[src/rtl/prbs_pkg.sv]
// Shared PRBS definitions for the generator and checker sides.
//   state_e    : checker acquisition state
//   PRBS*_LEN/_TAP : standard polynomial constants (x^LEN + x^TAP + 1)
//   lfsr_fb    : feedback bit of a Fibonacci LFSR held in sr[len-1:0]
//   lfsr_next  : next LFSR value, either loaded from a data bit or free-running
package prbs_pkg;

    typedef enum logic {
        SEARCH = 1'b0,
        LOCKED = 1'b1
    } state_e;

    localparam int unsigned PRBS7_LEN  = 7;
    localparam int unsigned PRBS7_TAP  = 6;
    localparam int unsigned PRBS15_LEN = 15;
    localparam int unsigned PRBS15_TAP = 14;

    // Widest LFSR the helper functions handle.
    localparam int unsigned LFSR_MAX_W = 32;

    // Feedback bit: the oldest bit XOR the second tap (taps are 1-based).
    function automatic logic lfsr_fb(
        input logic [LFSR_MAX_W-1:0] sr,
        input int unsigned           len,
        input int unsigned           tap
    );
        return sr[5'(len - 1)] ^ sr[5'(tap - 1)];
    endfunction

    // Shift in either the received bit (load) or the feedback bit, and mask to len bits.
    function automatic logic [LFSR_MAX_W-1:0] lfsr_next(
        input logic [LFSR_MAX_W-1:0] sr,
        input int unsigned           len,
        input int unsigned           tap,
        input logic                  load,
        input logic                  din
    );
        logic                  in_bit;
        logic [LFSR_MAX_W-1:0] mask;
        in_bit = load ? din : lfsr_fb(sr, len, tap);
        mask   = (len >= LFSR_MAX_W) ? {LFSR_MAX_W{1'b1}} : ((32'd1 << len) - 32'd1);
        return ((sr << 1) | {{(LFSR_MAX_W-1){1'b0}}, in_bit}) & mask;
    endfunction

endpackage

[src/rtl/prbs_lfsr.sv]
// Fibonacci LFSR with load / free-run select, shared by PRBS generator and checker.
// Ports:
//   clk, r    : clock, synchronous active-high reset (register clears to zero)
//   en_i      : advance the register this cycle
//   load_i    : 1 = shift in din_i, 0 = shift in the polynomial feedback
//   din_i     : data bit shifted in when loading
//   sr_o      : registered LFSR contents, sr_o[LEN-1] is the oldest bit
module prbs_lfsr
    import prbs_pkg::*;
#(
    parameter int unsigned LEN = PRBS7_LEN,
    parameter int unsigned TAP = PRBS7_TAP
) (
    input  logic           clk,
    input  logic           r,
    input  logic           en_i,
    input  logic           load_i,
    input  logic           din_i,
    output logic [LEN-1:0] sr_o
);

    logic [LEN-1:0] sr_q;
    logic [LEN-1:0] sr_d;

    // Next value; holds when not enabled.
    always_comb begin
        sr_d = sr_q;
        if (en_i) begin
            sr_d = LEN'(lfsr_next(LFSR_MAX_W'(sr_q), LEN, TAP, load_i, din_i));
        end
    end

    always_ff @(posedge clk) begin
        if (r) begin
            sr_q <= '0;
        end else begin
            sr_q <= sr_d;
        end
    end

    assign sr_o = sr_q;

endmodule

[config.mk]
export PLATFORM = sky130hd
export DESIGN_NAME = prbs_lfsr
export DESIGN_NICKNAME = d
export VERILOG_FILES = /design/src/rtl/prbs_pkg.sv /design/src/rtl/prbs_lfsr.sv
export SDC_FILE = /design/constraint.sdc
export NUM_CORES = 1
export LEC_CHECK = 0
export CAP_MARGIN = 20
export CORE_AREA = 2 2 39 41
export CTS_CLUSTER_SIZE = 8
export DETAILED_ROUTE_END_ITERATION = 6
export DIE_AREA = 0 0 41 43
export PLACE_DENSITY = 0.53
export SLEW_MARGIN = 25
export SYNTH_ARGS = -nofsm -noshare
export SYNTH_HDL_FRONTEND = slang
export SYNTH_SLANG_ARGS = --single-unit
[constraint.sdc]
create_clock -name clk -period 1.5 [get_ports clk]
set_clock_uncertainty 0.2 [all_clocks]
set_input_delay 0.3 -clock clk [delete_from_list [all_inputs] [get_ports clk]]
set_output_delay 0.3 -clock clk [all_outputs]
set_load 0.005 [all_outputs]
# Word-level counts from Yosys, hierarchy flattened
# Index checks and enable logic that the tools add are counted.
# word_totals
reg_bits	7
romBits	0
latch_bits	0
n_memories	0
ramBits	0
# classes
n_eq_ne	0
mux	1
shift	0
n_mul	0
n_lt_le_gt_ge	0
bitwise_logic	2
div_mod_pow	0
n_reduce_logical	0
add_sub_neg	0
# ops
op	count
$or A7 B1 Y7	1
$mux W1	1
$xor A1 B1 Y1	1

# Depth between registers and ports, before layout
# depth
word_depth	3
mapped_depth	3
ltp_nobuf	2

# Worst setup path after synthesis
# No wires, ideal clock.
# synth_path
kind	input to register
startpoint	input r
endpoint	register sr_q[0] (netlist: sr_o[0])
path_slack_ps	291
arrival_time_ps	930
setup_time_ps	79
path_stages	3
n_path_buf	1
t_required_ps	1221
path_cell_list	buf_4 -> or3b_1 -> o221ai_2
# synth_rtl
element	line_no	source
from (decl)	prbs_lfsr.sv:15	input logic r,
to (signal assigned)	prbs_lfsr.sv:37	sr_q <= sr_d;
to (decl)	prbs_lfsr.sv:22	logic [LEN-1:0] sr_q;

# Final worst setup path
# layout_path
startpoint	register sr_q[6] (netlist: sr_o[6])
endpoint	output sr_o[6]
# layout_rtl
element	line_no	source
to (decl)	prbs_lfsr.sv:19	output logic [LEN-1:0] sr_o
# No word-level cell between the ends.

==> metrics <==
status=complete, no violations; final core occ=32.91%; Max Slew Vio Count=0; Post-synth ARST share=0%; overall power=around 390 uW; post-synth top area share=48.48%; PortBufs=11; largest net degree at the start of global routing=9; reg2reg path depth=3; gpl congestion=0.6714; later-pin clock latency in the skew report=0.25 ns; cell with the most instances after synthesis=dfxtp_1; Detailed Route WL=about 610 um; area post-placement=between 400 and 500 um2; max FFs per register=7; number of flops mapped to enable cells by yosys=0; RSZ-0062 raised after global routing=false; Worst Path Arrival=0.83 ns; Vias=239; clock root cell=clkbuf_4; WL/cell=10.25 um; worst slew pin tran=0.1713 ns; Die W=approximately 40 um; CTS Sinks=7; Starting Density=around a fifth; worst hold path class=register to register; DP Wirelength=~450 um; Clock Tree Buf Depth=2; Synth warnings=0; Iter 0 DRT Violations=3; grt ovf=0; syn_nets=31; max frequency=~750 MHz; flops & latches, synth=7; CP top delay family=flip-flops; Final setup viols=0; Reg2Reg Launch Point=sr_o[5]; gr usage total=9.668%; first-pass GRT wire length=1.048 mm; leak pwr=0.2197 nW; crit-path max FO=3; CTS tree=done; via/cell ratio=4.051; Final period util=about nine tenths; main area contributors after synthesis=dfxtp_1, mux2i_1, nor2_1, o221ai_2, buf_6; max incr delay on CP=0.32 ns; cells along the critical path=dlygate4sd2_1; Die H=approximately 43 um; Fillers=between 150 and 200; Worst setup SP type=register; die area=between 1500 and 2000 um2; Critical path buffers and inverters=1; CTS Hold Bufs=0; layout cells sized above 1=32.56%; Critical Path Sink Type=output pin; DRC=0; IO Pins=12; area leader, netlist=dfxtp_1; Post-synth top cells=dfxtp_1, mux2i_1, nor2_1; worst reg2reg path endpoint=sr_o[0]; CP Launch Point=sr_o[6]; R2R setup slack=0.45 ns; final net count=a little under 50; mapped cell area=just under 300 um2; Hold Fails Final Rpt=0; Setup crit end=sr_o[6]; Setup Crit Path Kind=register to output pin; DR pass1 iterations=2; Setup TNS Final=0 ns; Distinct cells, synth=10; Max-slew headroom=88.50%; core box area=around 1400 um2; max cap viols=0; WP depth=1; CTS clk-pin slew, worst paths=0.05 ns; sequential fraction of the synthesis area=48.48%; Ant. Diodes=0; Area Growth Syn to Fin=57.58%; Site Rows=14; design area=455.4 um2; H-tree levels=1; VDD IR max=0.3993 mV; Critical-path top delay cell=dfxtp_2; Final ANT Viol Nets=0; worst endpoint required time=1.00 ns; number of buffers created by CTS=3; Tmin final=1.328 ns; dominant synthesized flop cell=dfxtp_1; Power Dens Cells=866.1 nW/um2; Syn Area/Cell=11.12 um2; vias in the first global route=around 240; initial antenna violation count=0; Mapped Cells=26
timing repair:
action | in CTS | in global routing
gates resized for setup | 13 | 0
setup buffers | 1 | 0
setup endpoints to repair | 7 | 0
cells by family (layout without fill, tap and decap cells):
family	Yosys count	in the layout	share of synthesized area [%]
AOI/OAI and AO/OA	1	1	5.193
buffers and inverters	2	19	6.494
DFF	7	7	48.48
and+or+nand+nor	9	9	16.02
xor gates and xnor gates	1	1	3.031
muxes	6	6	20.78
metal layers:
layer  part of all wire, %  up-vias  track usage, %
met1                    41      107           11.04
met3                   5.1        2           6.283
met2                    51        7           11.88
li1                      -      123               -
met5                     0        -               0
met4                   2.0        0           8.000
worst min-delay path by stage:
stage,from,to,cells after the start
after detailed placement,sr_o[2],sr_o[2],2
after floorplan,din_i,sr_o[0],2
final,sr_o[4],sr_o[5],2
after global routing,sr_o[1],sr_o[1],2
after global placement,sr_o[1],sr_o[1],2
after CTS,sr_o[2],sr_o[2],2
placed cells by master, fill, tap and decap left out:
cell,count
dlygate4sd2_1,7
mux2i_1,6
nor2_1,6
dfxtp_2,6
clkdlybuf4s50_1,4
buf_4,4
clkbuf_4,3
nand2b_1,1
xnor2_1,1
or3b_1,1
nand4b_1,1
o221ai_2,1
clkbuf_1,1
dfxtp_1,1
area by class of cell:
class                           instances  area, um2  share of cell area, %
Tap cell                               16      20.02                  4.396
Sequential cell                         7      147.6                  32.42
Timing Repair Buffer                   15      131.4                  28.85
Clock buffer                            4      26.28                  5.769
Multi-Input combinational cell         17      130.1                  28.57
power breakdown:
group | switching, mW | total (mW) | leakage (nW) | internal [mW]
combinational | 0.0132 | 0.0351 | 0.145 | 0.0220
sequential | 0.00120 | 0.190 | 0.0595 | 0.189
clock | 0.0681 | 0.170 | 0.0150 | 0.101
metrics by stage:
stage                     hold WS [ns]  setup slack [ns]  cells
after floorplan                 0.2832            0.2913     26
after global placement          0.3144          -0.02910     54
after detailed placement        0.3171          -0.05169     54
after CTS                       0.3079            0.1536     59
after global routing            0.3362            0.1276     59
final                           0.3016            0.1716     59
No activity file was read; power rests on OpenSTA's default activity.
